File: config.mk
export PLATFORM = sky130hd
export DESIGN_NAME = dct_row_loader
export DESIGN_NICKNAME = d
export VERILOG_FILES = /design/src/rtl/jpeg_dct_pkg.sv /design/src/rtl/dct_row_bank.sv /design/src/rtl/dct_row_loader.sv
export SDC_FILE = /design/constraint.sdc
export NUM_CORES = 1
export LEC_CHECK = 0
export ABC_AREA = 1
export BUFFER_PORTS_ARGS = -buffer_cell sky130_fd_sc_hd__clkbuf_2
export CORE_MARGIN = 1.5
export CORE_UTILIZATION = 24
export CTS_CLUSTER_DIAMETER = 50
export DETAILED_ROUTE_END_ITERATION = 16
export PLACE_DENSITY_LB_ADDON = 0.15
export SLEW_MARGIN = 25
export SYNTH_ARGS = -nofsm -noshare
export SYNTH_HDL_FRONTEND = slang
export SYNTH_SLANG_ARGS = --single-unit
export TNS_END_PERCENT = 20
File: constraint.sdc
create_clock -name clk -period 1.9 [get_ports clk]
set_input_delay 0.19 -clock clk [delete_from_list [all_inputs] [get_ports clk]]
set_output_delay 0.19 -clock clk [all_outputs]
set_load 0.03 [all_outputs]
File: src/rtl/jpeg_dct_pkg.sv
// Shared constants and types for the JPEG DCT front end.
// Optional feature macro used by dct_row_loader: DCT_LEVEL_SHIFT_EN.
package jpeg_dct_pkg;

    localparam int DCT_N = 8;
    localparam int PIX_W = 8;
    localparam logic [PIX_W-1:0] LVL_OFFSET = 8'h80;

    // One DCT row of raw pixel-width samples, index 0 = first pixel of the row.
    typedef logic [DCT_N-1:0][PIX_W-1:0] row_t;

    // JPEG level shift: flipping the MSB maps 0..255 onto -128..127 in two's complement.
    function automatic logic [PIX_W-1:0] level_shift(input logic [PIX_W-1:0] p);
        return p ^ LVL_OFFSET;
    endfunction

endpackage

File: src/rtl/dct_row_bank.sv
// One row buffer of the ping-pong pair: DEPTH sample registers plus a "full" flag.
// The owner never sets and clears the flag in the same cycle: a bank is only
// written while empty and only drained while full.
module dct_row_bank
    import jpeg_dct_pkg::*;
#(
    parameter int DATA_W = PIX_W,
    parameter int DEPTH  = DCT_N,
    parameter int IDX_W  = $clog2(DEPTH)
) (
    input  logic                         clk,
    input  logic                         rst,
    input  logic                         wr_en_i,
    input  logic [IDX_W-1:0]             wr_idx_i,
    input  logic [DATA_W-1:0]            wr_data_i,
    input  logic                         set_full_i,
    input  logic                         clr_full_i,
    output logic [DEPTH-1:0][DATA_W-1:0] row_o,
    output logic                         full_o
);

    logic [DEPTH-1:0][DATA_W-1:0] mem_q, mem_d;
    logic                         full_q, full_d;

    // Next-state for the sample slots and the full flag.
    always_comb begin
        mem_d  = mem_q;
        full_d = full_q;
        if (wr_en_i)
            mem_d[wr_idx_i] = wr_data_i;
        if (set_full_i)
            full_d = 1'b1;
        else if (clr_full_i)
            full_d = 1'b0;
    end

    // Bank storage; reset clears samples so an idle output reads as zeros.
    always_ff @(posedge clk) begin
        if (rst) begin
            mem_q  <= '0;
            full_q <= 1'b0;
        end else begin
            mem_q  <= mem_d;
            full_q <= full_d;
        end
    end

    assign row_o  = mem_q;
    assign full_o = full_q;

endmodule

File: src/rtl/dct_row_loader.sv
// Collects a raster pixel stream into 8-sample rows for the 1-D DCT butterfly,
// double-buffered so row N+1 fills while row N waits downstream.
// Optional feature: define DCT_LEVEL_SHIFT_EN to store pix-128 (MSB flipped)
// instead of the raw unsigned pixel; timing and handshakes are unchanged.
module dct_row_loader
    import jpeg_dct_pkg::*;
#(
    parameter int DATA_W   = PIX_W,
    parameter int ROW_LEN  = DCT_N,
    parameter int BLK_ROWS = 8
) (
    input  logic              clk,
    input  logic              rst,
    input  logic [DATA_W-1:0] pix_in,
    input  logic              pix_valid,
    output logic              pix_ready,
    output logic [DATA_W-1:0] x0,
    output logic [DATA_W-1:0] x1,
    output logic [DATA_W-1:0] x2,
    output logic [DATA_W-1:0] x3,
    output logic [DATA_W-1:0] x4,
    output logic [DATA_W-1:0] x5,
    output logic [DATA_W-1:0] x6,
    output logic [DATA_W-1:0] x7,
    output logic              out_valid,
    input  logic              out_ready,
    output logic [2:0]        out_row,
    output logic              out_last
);

    localparam int IDX_W = $clog2(ROW_LEN);
    // Generic MSB flip; equals LVL_OFFSET at the default 8-bit width.
    localparam logic [DATA_W-1:0] SHIFT = {1'b1, {(DATA_W-1){1'b0}}};

    logic             wr_bank_q, wr_bank_d;
    logic             rd_bank_q, rd_bank_d;
    logic [IDX_W-1:0] wr_idx_q,  wr_idx_d;
    logic [2:0]       row_cnt_q, row_cnt_d;

    logic [1:0]                             full;
    logic [1:0][ROW_LEN-1:0][DATA_W-1:0]    rows;
    logic [ROW_LEN-1:0][DATA_W-1:0]         rd_row;
    logic [DATA_W-1:0]                      wr_data;
    logic                                   pix_acc, row_done, row_acc;

    assign pix_ready = ~full[wr_bank_q];
    assign out_valid = full[rd_bank_q];
    assign pix_acc   = pix_valid & pix_ready;
    assign row_done  = pix_acc & (wr_idx_q == IDX_W'(ROW_LEN - 1));
    assign row_acc   = out_valid & out_ready;

`ifdef DCT_LEVEL_SHIFT_EN
    assign wr_data = pix_in ^ SHIFT;
`else
    assign wr_data = pix_in;
`endif

    // Ping-pong banks: completion of one and drain of the other may coincide
    // because they always target different flags.
    for (genvar b = 0; b < 2; b++) begin : g_bank
        dct_row_bank #(
            .DATA_W (DATA_W),
            .DEPTH  (ROW_LEN)
        ) u_bank (
            .clk        (clk),
            .rst        (rst),
            .wr_en_i    (pix_acc  & (wr_bank_q == 1'(b))),
            .wr_idx_i   (wr_idx_q),
            .wr_data_i  (wr_data),
            .set_full_i (row_done & (wr_bank_q == 1'(b))),
            .clr_full_i (row_acc  & (rd_bank_q == 1'(b))),
            .row_o      (rows[b]),
            .full_o     (full[b])
        );
    end

    // Next-state for write/read pointers, fill index and block row counter.
    always_comb begin
        wr_bank_d = wr_bank_q;
        rd_bank_d = rd_bank_q;
        wr_idx_d  = wr_idx_q;
        row_cnt_d = row_cnt_q;
        if (pix_acc) begin
            if (row_done) begin
                wr_idx_d  = '0;
                wr_bank_d = ~wr_bank_q;
            end else begin
                wr_idx_d  = wr_idx_q + 1'b1;
            end
        end
        if (row_acc) begin
            rd_bank_d = ~rd_bank_q;
            row_cnt_d = (row_cnt_q == 3'(BLK_ROWS - 1)) ? 3'd0 : row_cnt_q + 3'd1;
        end
    end

    // Pointer/counter registers; reset drops any partial or waiting rows.
    always_ff @(posedge clk) begin
        if (rst) begin
            wr_bank_q <= 1'b0;
            rd_bank_q <= 1'b0;
            wr_idx_q  <= '0;
            row_cnt_q <= '0;
        end else begin
            wr_bank_q <= wr_bank_d;
            rd_bank_q <= rd_bank_d;
            wr_idx_q  <= wr_idx_d;
            row_cnt_q <= row_cnt_d;
        end
    end

    // Outputs come straight from bank registers, so they hold while stalled.
    assign rd_row   = rows[rd_bank_q];
    assign x0       = rd_row[0];
    assign x1       = rd_row[1];
    assign x2       = rd_row[2];
    assign x3       = rd_row[3];
    assign x4       = rd_row[4];
    assign x5       = rd_row[5];
    assign x6       = rd_row[6];
    assign x7       = rd_row[7];
    assign out_row  = row_cnt_q;
    assign out_last = (row_cnt_q == 3'(BLK_ROWS - 1));

endmodule

==> metrics, run 1 <==
via density per instance 4.40; simple-gate share of the synthesized area 40.4%; setup TNS 0 ns; initial core utilization 24.5%; unrepaired setup endpoints after global routing no; max_cap viols 0; hold depth 2; drt first pass iters 4; vias in the first global route 5518; first-pass GRT wire length 31.3 mm; part of the power in the clock network 51.2%; mean post-synth cell area 6.89 µm²; GRT Max-Usage Layer met2; H-tree depth 4; # rows 58; nets 973; LEAKAGE 3.40 nW; Die W 164 µm; Via Count 5711; peak supply drop 489 µV; Mapped Nets 914; Netlist cell types 28; cts bufs inserted 17; final hold vios 0; worst min path class input pin to flip-flop; critical path's most frequent cell nand2_1; Psw 1.66 mW; routed wire length 19.9 mm; Pint 5.41 mW; Final Cycle Share 94.1%; Critical Path Fanout Max 33; final HPWL from detailed placement 12.7 mm; CP Class flip-flop to output pin; gr usage total 15.3%; Post-CTS Setup Inserts 0; CP Cell Sequence inv_4 > buf_12 > nand2_1 > nand2_1 > clkbuf_2; Slowest-stage cell, CP dfxtp_2; Core ar. 0.0253 mm²; PwrDens 929 mW/mm²; clock-pin slew of the registers on the worst-case setup and hold paths 0.06 ns; post-synthesis adder-cell area fraction 0.809%; worst-margin pin slew 0.523 ns; Setup WS post-layout 0.112 ns; post-route ant nets 0; Fin Clk Skew 0.00998 ns; ANT cells 0; Yosys reg bits 138; synthesized area 0.00619 mm²; Compound-Gate Fraction of Synth Area 8.25%; post-route minimum period 1.79 ns; WP data arrival 1.60 ns; grt met3 use 2.97%; CTS root buf clkbuf_16; Final Util 30.1%; Slew Limit Fails 0; mux share of post-synthesis cell area 0%; io pins 82; Logic pwr share 6.9%; Worst EP required 1.71 ns; Net Sw Frac 23.5%; Slew headroom 65.1%; sequential fraction of the synthesis area 44.6%; r2r worst-path depth 4; met1 GRT Util 21.1%; synth warn 0; RD Place Congestion 0.721; status completed; post-synthesis xor/xnor area fraction 0%; worst slack, placed 0.325 ns; GR Layer Usage met2 24.3%; largest net degree at the start of global routing 70; global route overflow 0; Area Growth Syn to Fin 22.9%; Startpoint Class flip-flop; clk sink count 138; port bufs 81; initial antenna violation count 0; Seq pwr share 41.9%; DIE HEIGHT 164 µm; dominant combinational cell family by area after synthesis simple AND/OR/NAND/NOR gates; Worst setup EP type output pin; Clk Latency, worst-skew pair 0.42 ns; layout cells sized above 1 17.0%; Max stage delay on crit path 0.35 ns; Clock Tree Buf Depth 2; CTS tree yes; WL per Instance 15.4 µm; Peak Freq 559 MHz; final setup violation count 0; die area 0.0268 mm²; synthesized instance count 898; initial drt markers 323; DRC violation count after routing 0
[worst paths after layout]
kind                            from                    endpoint  slack [ns]
min                              rst     g_bank[1].u_bank.full_o        0.05
max reg2reg              wr_idx_q[0]  g_bank[1].u_bank.row_o[63]        0.32
max                        rd_bank_q                       x6[5]        0.11
min reg2reg  g_bank[0].u_bank.full_o     g_bank[0].u_bank.full_o        0.47
[cell usage after synthesis (all sizes together)]
cell	n	area [µm²]
a21oi	5	25.0
and2	1	6.26
dfxtp	138	2760
clkbuf	31	116
nand2	273	1020
nor2	185	773
inv	17	66.3
or2	1	6.26
nand3b	2	15.0
clkinv	1	5.00
o21ai	97	485
nor3	96	480
buf	29	180
nand4	5	31.3
ha	4	50.1
nand3	13	160
[power groups by stage]
| stage | clock, mW | combinational (mW) | sequential [mW] |
|---|---|---|---|
| final | 3.62 | 0.485 | 2.96 |
| after global routing | 3.83 | 0.529 | 2.97 |
| after CTS | 3.69 | 0.494 | 2.96 |
| after detailed placement | 0 | 0.493 | 3.03 |
| after global placement | 0 | 0.494 | 3.03 |
| after floorplan | 0 | 0.337 | 3.01 |
[metal layers]
metal / share of wire (%) / vias up
li1: - / 2984
met1: 52 / 2632
met2: 45 / 78
met3: 2.4 / 17
met4: 1.3 / 0
met5: 0 / -
[flip-flops by register name, indices dropped and copies added (netlist names)]
signal,count
out_row,3
g_bank.u_bank.full_o,2
rd_bank_q,1
wr_bank_q,1
wr_idx_q,3
g_bank.u_bank.row_o,128
[worst max-delay path, delay by kind of cell (launching register included)]
family | cells | cell delay [ns]
buf+inv | 3 | 0.61
flops | 1 | 0.35
simple gates | 2 | 0.18
[cells by family (layout without fill, tap and decap cells)]
logic type | after synthesis | after routing
adder cells (fa/ha/maj) | 4 | 4
buffers and inverters | 78 | 148
flip-flops | 138 | 138
AND/OR/NAND/NOR | 576 | 576
AO/OA/AOI/OAI | 102 | 102
[metrics by stage]
| step | hold slack (ns) | area, µm² | instances | total power, mW |
|---|---|---|---|---|
| final | 0.0546 | 7600 | 1298 | 7.07 |
| after global placement | 0.456 | 6950 | 1268 | 3.52 |
| after detailed placement | 0.463 | 6950 | 1268 | 3.52 |
| after floorplan | 0.259 | 6190 | 898 | 3.35 |
| after CTS | 0.0469 | 7600 | 1298 | 7.15 |
| after global routing | 0.0556 | 7600 | 1298 | 7.33 |
[cells in the final DEF, fill, tap and decap left out, types with 5 or more instances in the layout]
cell,synthesis,layout
nand2_1,273,273
nor2_1,169,169
dfxtp_1,138,137
nor3_1,96,96
o21ai_0,95,95
clkbuf_2,0,80
clkbuf_16,0,17
inv_1,14,12
buf_4,8,12
nor2_2,10,10
buf_12,0,7
nand3_4,6,6
nor2_4,5,5
clkinv_2,1,5
nand4_1,5,5
a21oi_1,5,5
clkbuf_8,0,5
[final cells by class]
type	count	area, µm²
Clock inverter	8	140
Tap cell	330	413
Sequential cell	138	2760
Clock buffer	22	494
Inverter	18	73.8
Multi-Input combinational cell	682	3060
Timing Repair Buffer	100	658
Fill cell	2827	17600
[repair_timing]
action / CTS / global route
hold buffers: 0 / 0
setup endpoints to repair: 17 / 1
resized for setup: 3 / 2
(Power assumes the default switching activity.)
==> run 2: changes to the inputs <==
--- a/config.mk
+++ b/config.mk
@@ -7,6 +7,7 @@
 export LEC_CHECK = 0
 export ABC_AREA = 1
 export BUFFER_PORTS_ARGS = -buffer_cell sky130_fd_sc_hd__clkbuf_2
+export CORE_ASPECT_RATIO = 0.8
 export CORE_MARGIN = 1.5
 export CORE_UTILIZATION = 24
 export CTS_CLUSTER_DIAMETER = 50
==> run 2 against run 1 <==
Largest cell class unchanged. Global-route usage up 0.57 points. Sequential power about the same. Highest routed layer unchanged. Worst setup slack better by 0.0075 ns. Cell count up 0.46%. Final area up 0.15%. Register-to-register slack better by 0.05 ns. First-iteration DRC count up 12%.
==> metrics, run 2 (synthesized netlist as in run 1, its figures left out) <==
DIE HEIGHT 147 µm (was 164 µm); worst min path class input pin to flip-flop (unchanged); global route overflow 0 (unchanged); post-route ant nets 0 (unchanged); max_cap viols 0 (unchanged); Fin Clk Skew 0.0105 ns (was 0.00998 ns); Max stage delay on crit path 0.47 ns (was 0.35 ns); critical path's most frequent cell nand2_1 (unchanged); Via Count 5827 (was 5711); Total Power 6.96 mW (was 7.07 mW); Worst EP required 1.71 ns (about the same); hold_buf cts 0 (unchanged); peak supply drop 523 µV (was 489 µV); cts bufs inserted 17 (unchanged); Clk Latency, worst-skew pair 0.43 ns (was 0.42 ns); Critical Path Fanout Max 21 (was 33); largest net degree at the start of global routing 70 (unchanged); Setup WS post-layout 0.120 ns (was 0.112 ns); H-tree depth 4 (unchanged); CP Cell Sequence buf_6 > nand2_1 > nand2_1 > clkbuf_2 (was inv_4 > buf_12 > nand2_1 > nand2_1 > clkbuf_2); vias in the first global route 5539 (was 5518); Final Util 30.1% (about the same); Final Cycle Share 93.7% (was 94.1%); # rows 52 (was 58); met1 GRT Util 23.8% (was 21.1%); gr usage total 15.8% (was 15.3%); Die W 183 µm (was 164 µm); CP Class flip-flop to output pin (unchanged); max FFs per register 128 (unchanged); hold depth 2 (unchanged); layout cells sized above 1 17.8% (was 17.0%); drt first pass iters 4 (unchanged); WP data arrival 1.59 ns (was 1.60 ns); Peak Freq 562 MHz (was 559 MHz); io pins 82 (unchanged); commonest non-fill, non-tap cells in the layout nand2_1 (273), nor2_1 (169), dfxtp_1 (137) (unchanged); routed wire length 20.6 mm (was 19.9 mm); nets 984 (was 973); Post-CTS Setup Inserts 0 (unchanged); Startpoint Class flip-flop (unchanged); final hold vios 0 (unchanged); Slew headroom 69.1% (was 65.1%); die area 0.0268 mm² (about the same); initial antenna violation count 0 (unchanged); ANT cells 0 (unchanged); most common cell after layout, fill and taps aside nand2_1 (unchanged); post-route minimum period 1.78 ns (was 1.79 ns); clk sink count 138 (unchanged); first-pass GRT wire length 32.4 mm (was 31.3 mm); via density per instance 4.47 (was 4.40); initial drt markers 363 (was 323); CTS root buf clkbuf_16 (unchanged); RD Place Congestion 0.726 (was 0.721); WL per Instance 15.8 µm (was 15.4 µm); Core ar. 0.0253 mm² (about the same); grt met3 use 4.04% (was 2.97%); worst-margin pin slew 0.464 ns (was 0.523 ns); initial core utilization 24.5% (about the same); LEAKAGE 3.42 nW (was 3.40 nW); status completed (unchanged); Cell Count, Final, Fillers Out 1304 (was 1298); clock-pin slew of the registers on the worst-case setup and hold paths 0.06 ns (about the same); r2r worst-path depth 6 (was 4); PwrDens 914 mW/mm² (was 929 mW/mm²); port bufs 81 (unchanged); worst slack, placed 0.344 ns (was 0.325 ns); final setup violation count 0 (unchanged); Area Growth Syn to Fin 23.1% (was 22.9%); GR Layer Usage met2 22.2% (was 24.3%); GRT Max-Usage Layer met1 (was met2); Slowest-stage cell, CP dfxtp_2 (unchanged); Clock Tree Buf Depth 2 (unchanged); Placed Cells 1273 (was 1268); Worst setup EP type output pin (unchanged); CTS tree yes (unchanged); final HPWL from detailed placement 13.4 mm (was 12.7 mm); unrepaired setup endpoints after global routing no (unchanged); DRC violation count after routing 0 (unchanged); Slew Limit Fails 0 (unchanged); setup TNS 0 ns (unchanged)
==> run 2: cell types whose count changed in the layout (fill, tap and decap cells not counted), sizes merged <==
cell and change:
buf +10, clkbuf +1, clkinv +1, inv +1, bufinv -1
==> run 2: layer usage <==
layer | wire length [µm] | vias up
met5 | 0 | -
met4 | 200 | 0
met3 | 1000 | 11
met2 | 8430 | 111
met1 | 11000 | 2675
li1 | - | 3030
==> run 2: timing repair <==
item                                    in CTS  in global routing
endpoints found under the setup margin      21                 23
resized for setup                            1                  5
endpoints found under the hold margin        0                  0
==> run 2: power breakdown <==
group,internal [mW],leakage [nW],switching [mW]
clock,2.17,0.301,1.34
combinational,0.126,2.00,0.365
sequential,2.93,1.12,0.0295
total,5.23,3.42,1.73
==> run 2: area by class of cell <==
class | count | area [µm²]
repair buffers | 111 | 704
clock buffers | 22 | 474
multi-input cells | 682 | 3060
fillers | 2808 | 17700
clock inverters | 9 | 139
well taps | 324 | 405
flip-flops and latches | 138 | 2760
inverters | 18 | 71.3
==> run 2: worst paths after layout <==
path	end	from	slack (ns)
setup / recovery	x3[7]	rd_bank_q	0.12
hold / removal	g_bank[1].u_bank.full_o	rst	0.05
setup reg to reg	g_bank[1].u_bank.row_o[40]	wr_idx_q[1]	0.37
hold reg to reg	g_bank[0].u_bank.full_o	g_bank[0].u_bank.full_o	0.46
==> run 2: per-stage QoR <==
step           cell area, µm²  hold WS, ns
2_1_floorplan            6190        0.259
3_3_place_gp             6980        0.453
3_5_place_dp             6980        0.455
4_1_cts                  7600       0.0483
5_1_grt                  7620       0.0768
6_report                 7620       0.0504
==> run 2: critical path: cells and delay by family, from the launching register on <==
kind,cells,cell delay [ns]
simple gates,2,0.20
buf+inv,2,0.48
flops,1,0.47
